===== src/rtl/audio_codec_config.sv =====
// WM8731 configuration master: after reset it writes the 8-register setup
// table over I2C, then raises o_dac_enable to release the audio shifter.
// While idle it rewrites the headphone-volume register when i_volume moves.
module audio_codec_config #(
  parameter int         CLK_DIV  = 80,
  parameter logic [6:0] DEV_ADDR = 7'h1A,
  parameter int         RETRIES  = 2
) (
  input  logic       i_clk,
  input  logic       i_reset,
  input  logic       i_restart,
  input  logic [6:0] i_volume,
  input  logic       i_sda_in,
  output logic       o_scl,
  output logic       o_sda_oe,
  output logic       o_busy,
  output logic       o_dac_enable,
  output logic       o_ack_error
);

  localparam int DW = $clog2(CLK_DIV);
  localparam logic [DW-1:0] DIV_LAST = DW'(CLK_DIV - 1);
  localparam int RW = $clog2(RETRIES + 2);
  localparam logic [RW-1:0] RETRY_MAX = RW'(RETRIES);

  typedef enum logic [2:0] {S_IDLE, S_START, S_BIT, S_STOP, S_GAP} state_t;

  state_t        r_state;
  state_t        w_state_nxt;
  logic [DW-1:0] r_div;
  logic          w_tick;
  logic [2:0]    r_cnt;
  logic [1:0]    w_quarter;
  logic [4:0]    r_bitcnt;
  logic [2:0]    r_idx;
  logic [RW-1:0] r_retry;
  logic          r_single;
  logic          r_seq_pending;
  logic          r_nack;
  logic [6:0]    r_vol_q;
  logic          r_dac;
  logic          r_ack_err;
  logic          r_scl;
  logic          r_sda_oe;
  logic          w_scl_nxt;
  logic          w_sda_oe_nxt;
  logic [15:0]   w_word;
  logic [26:0]   w_frame;
  logic          w_bit;
  logic          w_ack_slot;
  logic          w_vol_change;
  logic          w_retry_same;

  assign w_tick       = (r_div == DIV_LAST);
  assign w_quarter    = r_cnt[1:0];
  assign w_vol_change = (i_volume != r_vol_q);
  assign w_retry_same = r_nack && (r_retry < RETRY_MAX);
  assign w_frame      = {DEV_ADDR, 1'b0, 1'b1, w_word[15:8], 1'b1, w_word[7:0], 1'b1};
  assign w_bit        = w_frame[5'd26 - r_bitcnt];
  assign w_ack_slot   = (r_bitcnt == 5'd8) || (r_bitcnt == 5'd17) || (r_bitcnt == 5'd26);

  assign o_scl        = r_scl;
  assign o_sda_oe     = r_sda_oe;
  assign o_busy       = (r_state != S_IDLE);
  assign o_dac_enable = r_dac;
  assign o_ack_error  = r_ack_err;

  // Register table: {reg[6:0], data[8:0]} for the current index
  always_comb begin
    w_word = 16'h0000;
    unique case (r_idx)
      3'd0: w_word = {7'd15, 9'h000};
      3'd1: w_word = {7'd6,  9'h007};
      3'd2: w_word = {7'd2,  2'b10, r_vol_q};
      3'd3: w_word = {7'd4,  9'h012};
      3'd4: w_word = {7'd5,  9'h000};
      3'd5: w_word = {7'd7,  9'h001};
      3'd6: w_word = {7'd8,  9'h000};
      3'd7: w_word = {7'd9,  9'h001};
      default: w_word = 16'h0000;
    endcase
  end

  // Quarter-bit prescaler producing the one-clock tick
  always_ff @(posedge i_clk or posedge i_reset) begin
    if (i_reset) r_div <= '0;
    else if (w_tick) r_div <= '0;
    else r_div <= r_div + DW'(1);
  end

  // State register
  always_ff @(posedge i_clk or posedge i_reset) begin
    if (i_reset) r_state <= S_IDLE;
    else r_state <= w_state_nxt;
  end

  // Next-state decode, evaluated only on ticks
  always_comb begin
    w_state_nxt = r_state;
    if (w_tick) begin
      unique case (r_state)
        S_IDLE:  if (r_seq_pending || w_vol_change) w_state_nxt = S_START;
        S_START: if (w_quarter == 2'd1) w_state_nxt = S_BIT;
        S_BIT:   if (w_quarter == 2'd3 && (r_bitcnt == 5'd26 || r_nack)) w_state_nxt = S_STOP;
        S_STOP:  if (w_quarter == 2'd2) w_state_nxt = S_GAP;
        S_GAP:   if (r_cnt == 3'd7)
                   w_state_nxt = (w_retry_same || (!r_single && r_idx != 3'd7)) ? S_START : S_IDLE;
        default: w_state_nxt = S_IDLE;
      endcase
    end
  end

  // Bus line targets for the coming tick
  always_comb begin
    w_scl_nxt    = r_scl;
    w_sda_oe_nxt = r_sda_oe;
    if (w_tick) begin
      unique case (r_state)
        S_START: begin
          if (w_quarter == 2'd0) w_sda_oe_nxt = 1'b1;
          else w_scl_nxt = 1'b0;
        end
        S_BIT: begin
          unique case (w_quarter)
            2'd0: begin
              w_scl_nxt    = 1'b0;
              w_sda_oe_nxt = w_ack_slot ? 1'b0 : ~w_bit;
            end
            2'd1: w_scl_nxt = 1'b1;
            2'd2: w_scl_nxt = 1'b1;
            2'd3: w_scl_nxt = 1'b0;
            default: w_scl_nxt = 1'b0;
          endcase
        end
        S_STOP: begin
          if (w_quarter == 2'd0) begin
            w_sda_oe_nxt = 1'b1;
            w_scl_nxt    = 1'b0;
          end else if (w_quarter == 2'd1) begin
            w_scl_nxt = 1'b1;
          end else if (w_quarter == 2'd2) begin
            w_sda_oe_nxt = 1'b0;
          end
        end
        default: begin
          w_scl_nxt    = 1'b1;
          w_sda_oe_nxt = 1'b0;
        end
      endcase
    end
  end

  // Phase counters, bus line registers, NACK capture and volume latch
  always_ff @(posedge i_clk or posedge i_reset) begin
    if (i_reset) begin
      r_cnt    <= '0;
      r_bitcnt <= '0;
      r_nack   <= 1'b0;
      r_vol_q  <= '0;
      r_scl    <= 1'b1;
      r_sda_oe <= 1'b0;
    end else if (w_tick) begin
      r_scl    <= w_scl_nxt;
      r_sda_oe <= w_sda_oe_nxt;
      r_cnt    <= (w_state_nxt != r_state) ? 3'd0 : r_cnt + 3'd1;
      if (r_state != S_BIT) r_bitcnt <= '0;
      else if (w_quarter == 2'd3 && r_bitcnt != 5'd26) r_bitcnt <= r_bitcnt + 5'd1;
      if (r_state == S_START) r_nack <= 1'b0;
      else if (r_state == S_BIT && w_quarter == 2'd2 && w_ack_slot && i_sda_in) r_nack <= 1'b1;
      if (r_state == S_START && w_quarter == 2'd0) r_vol_q <= i_volume;
    end
  end

  // Sequence bookkeeping: register index, retries, completion and error flags
  always_ff @(posedge i_clk or posedge i_reset) begin
    if (i_reset) begin
      r_idx         <= '0;
      r_retry       <= '0;
      r_single      <= 1'b0;
      r_seq_pending <= 1'b1;
      r_dac         <= 1'b0;
      r_ack_err     <= 1'b0;
    end else begin
      if (r_state == S_IDLE && i_restart) r_seq_pending <= 1'b1;
      if (w_tick) begin
        unique case (r_state)
          S_IDLE: begin
            if (r_seq_pending) begin
              r_idx     <= 3'd0;
              r_single  <= 1'b0;
              r_retry   <= '0;
              r_dac     <= 1'b0;
              r_ack_err <= 1'b0;
            end else if (w_vol_change) begin
              r_idx    <= 3'd2;
              r_single <= 1'b1;
              r_retry  <= '0;
            end
          end
          S_GAP: begin
            if (r_cnt == 3'd7) begin
              if (w_retry_same) begin
                r_retry <= r_retry + RW'(1);
              end else begin
                r_retry <= '0;
                if (r_nack) r_ack_err <= 1'b1;
                if (!r_single) begin
                  if (r_idx == 3'd7) begin
                    r_dac         <= 1'b1;
                    r_seq_pending <= 1'b0;
                  end else begin
                    r_idx <= r_idx + 3'd1;
                  end
                end
              end
            end
          end
          default: ;
        endcase
      end
    end
  end

endmodule


===== config.mk =====
export PLATFORM = sky130hd
export DESIGN_NAME = audio_codec_config
export DESIGN_NICKNAME = d
export VERILOG_FILES = /design/src/rtl/audio_codec_config.sv
export SDC_FILE = /design/constraint.sdc
export NUM_CORES = 1
export LEC_CHECK = 0
export BUFFER_PORTS_ARGS = -buffer_cell sky130_fd_sc_hd__buf_2
export CAP_MARGIN = 20
export CELL_PAD_IN_SITES_DETAIL_PLACEMENT = 1
export CELL_PAD_IN_SITES_GLOBAL_PLACEMENT = 1
export CORE_MARGIN = 2
export CORE_UTILIZATION = 30
export CTS_BUF_LIST = sky130_fd_sc_hd__clkbuf_8
export DETAILED_ROUTE_END_ITERATION = 6
export PLACE_DENSITY_LB_ADDON = 0.1
export SETUP_SLACK_MARGIN = 0.05
export SLEW_MARGIN = 30
export SYNTH_ARGS = -nofsm -noshare
export SYNTH_HDL_FRONTEND = slang
export SYNTH_SLANG_ARGS = --single-unit
export TNS_END_PERCENT = 30

===== constraint.sdc =====
create_clock -name i_clk -period 3.5 [get_ports i_clk]
set_clock_uncertainty 0.2 [all_clocks]
set_input_delay 0.35 -clock i_clk [delete_from_list [all_inputs] [get_ports i_clk]]
set_output_delay 0.35 -clock i_clk [all_outputs]
set_load 0.1 [all_outputs]

==> results.json <==
{
  "p_leak_nw": 1.290,
  "clock_tree.root_cell": "clkbuf_8",
  "cts_tree": "built",
  "min_period_over_period_pct": 71.33,
  "ys_seq_area_share_pct": 36.73,
  "route.detailed.drc": 0,
  "htreeDepth": 2,
  "maxSlewViolCount": 0,
  "syn_nets": 288,
  "slowest_stage": "dfrtp_1",
  "num-nets-final": 302,
  "outcome": "finished, final reports clean",
  "totalWireLength_um": 6084,
  "row_count": 33,
  "cts_made_buffers": 5,
  "dr_total_vias": 1931,
  "worst-setup-path-type": "reg2reg",
  "synth_compound_area_share_pct": 16.49,
  "final_hold_viol_count": 0,
  "drive_above_1_share_pct": 18.55,
  "cp_common_cell": "ha_1",
  "portBuffers": 15,
  "crit_family": "compound AO/OA/AOI/OAI gates",
  "path_buf_inv": 0,
  "irDropWorstVdd_mv": 0.1041,
  "avgSynthCellArea_sq_um": 9.721,
  "synth.largest_area_cell": "dfrtp_1",
  "final-instance-count-excl-fill": 380,
  "tns_ps": 0,
  "slew_headroom_pct": 54.93,
  "crit_arrival_ps": 2530,
  "fmax_mhz": 400.6,
  "synth_edf_count": 0,
  "synth.area.top_cells": "dfrtp_1 (35%), ha_1 (8.4%), mux2_4 (4.2%), mux2_2 (3.6%), xnor2_1 (3.1%)",
  "synth_top_family_by_area": "simple AND/OR/NAND/NOR gates",
  "period_needed_ps": 2496,
  "startpoint_type": "register",
  "first_iter_violations": 46,
  "hold_class": "in2reg",
  "cts.sinks": 37,
  "grt_max_degree": 38,
  "dpl.cell_count": 371,
  "grt_first_pass_wirelength_um": 10460,
  "ys_warn_count": 0,
  "setup_viol_count_final": 0,
  "wl_per_cell_um": 16.01,
  "dr.pass1.iters": 4,
  "antenna_cells": 0,
  "boundaryPins": 16,
  "clk_path_buf_depth": 2,
  "cp-end-kind": "register",
  "worst_pin_slew_ps": 668.7,
  "clk-insertion-delay-late_ps": 290,
  "area_growth_pct": 10.84,
  "synth_seq_cells": 37,
  "start_util_pct": 30.92,
  "dieWidth_um": 95.79,
  "synth_xor_area_share_pct": 5.891,
  "grt_overflow": 0,
  "antenna_found_initial": 0,
  "vias_per_cell": 5.082,
  "power.density_nw_per_um2": 280.0,
  "synth_top_area_share_pct": 34.65,
  "postSynthCellCount": 260,
  "synth_area_sq_um": 2527,
  "core-area_sq_um": 8175,
  "cp_max_fo": 10,
  "synth-simple-area-share_pct": 19.70,
  "synthDistinctLibCells": 60,
  "grtUsageTotal_pct": 14.89,
  "cp.required_ps": 3530,
  "hpwl_um": 4465,
  "die_y_um": 95.79,
  "gp_congestion": 0.7446,
  "synth-adder-area-share_pct": 8.416,
  "timing.hold.ws_ps": 119.7,
  "synthTopCellsByCount": "dfrtp_1 (35), nor2_1 (18), ha_1 (17)",
  "path_clk_slew_ps": 80,
  "crit_chain": "ha_1 -> ha_1 -> or3b_2 -> o32ai_1 -> o311ai_0 -> a211oi_1 -> a211o_1",
  "async_flop_share_pct": 100.0,
  "grt_pass1_vias": 2029,
  "die-area_sq_um": 9175,
  "ant_nets": 0,
  "synth.most_common_cell": "dfrtp_1",
  "synthMuxAreaShare_pct": 8.515,
  "max_cap_viol_count": 0,
  "grt_setup_unrepaired": "no",
  "synth-main-ff-cell": "dfrtp_1",
  "max_stage_delay_ps": 490
}
## power by group
part	switching, mW	internal, mW	total [mW]
sequential	0.00424	0.431	0.436
clock	0.156	0.155	0.311
combinational	0.0191	0.0185	0.0376
## cells in the final DEF, fill, tap and decap left out, drive strengths merged, types with 5 or more instances in the layout
master	synthesis	final
a31oi	7	7
xnor2	9	9
nand2	15	15
nand2b	5	5
a21oi	14	14
ha	17	17
nand3	10	10
dfrtp	35	35
inv	14	16
nor3	8	8
nor2	19	19
clkbuf	9	6
xor2	8	8
buf	3	18
o21ai	12	12
nand4	7	7
mux2	15	15
## per-layer routing
metal | track usage (%) | up-vias | part of all wire [%]
met5 | 0 | - | 0
met1 | 21.49 | 942 | 51
met3 | 2.819 | 6 | 1.6
met2 | 22.61 | 13 | 46
li1 | - | 970 | -
met4 | 4.286 | 0 | 1.3
## kinds of logic (layout without fill, tap and decap cells)
group	Yosys count	after routing
buf+inv	26	41
mux	17	17
simple gates	85	85
xor+xnor	17	17
fa+ha+maj	17	17
compound gates	61	61
flops	37	37
## final cells by class
cell class / instances / area, sq um
inverter: 14 / 52.55
tap: 105 / 131.4
clock inverter: 2 / 7.507
timing repair buffer: 19 / 107.6
multi-input combinational: 197 / 1491
sequential: 37 / 928.4
fill: 948 / 5374
clock buffer: 6 / 82.58
## timing repair
item                                   4_1_cts  5_1_grt
endpoints found under the hold margin       24        0
setup buffers                                0        0
hold buffers                                 1        0
gates resized for setup                      0        0
## final timing paths
path | startpoint | end | slack [ps] | cells after the start
worst max-delay path | r_idx[0]$_DFFE_PP0P_ | o_sda_oe$_DFFE_PP0P_ | 1000 | 7
worst min-delay path | i_volume[5] | r_vol_q[5]$_DFFE_PP0P_ | 120 | 2
worst max register to register | r_idx[0]$_DFFE_PP0P_ | o_sda_oe$_DFFE_PP0P_ | 1000 | 7
worst min register to register | r_div[0]$_DFF_PP0_ | r_div[0]$_DFF_PP0_ | 290 | 1
max in group asynchronous | i_reset | r_seq_pending$_DFF_PP1_ | 2200 | 4
min in group asynchronous | i_reset | r_retry[0]$_DFFE_PP0P_ | 540 | 4
## through the flow
stage	total power [mW]	cell area (sq um)	util [%]	setup WS (ps)
CTS	0.8045	2801	34.27	971.1
detailed placement	0.4821	2701	33.04	976.3
global placement	0.4813	2701	33.04	1021
floorplan	0.4661	2527	-	901.1
finish	0.7845	2801	34.27	1004
global route	0.8271	2801	34.27	816.8
## state kept, by name (all words and copies together), names as in the netlist
| register | cells |
|---|---|
| r_div | 7 |
| r_vol_q | 7 |
| r_bitcnt | 5 |
| r_cnt | 3 |
| r_idx | 3 |
| r_state | 3 |
| r_retry | 2 |
| o_ack_error | 1 |
| o_dac_enable | 1 |
| o_scl | 1 |
| o_sda_oe | 1 |
| r_nack | 1 |
| r_seq_pending | 1 |
| r_single | 1 |
(Power assumes the default switching activity.)
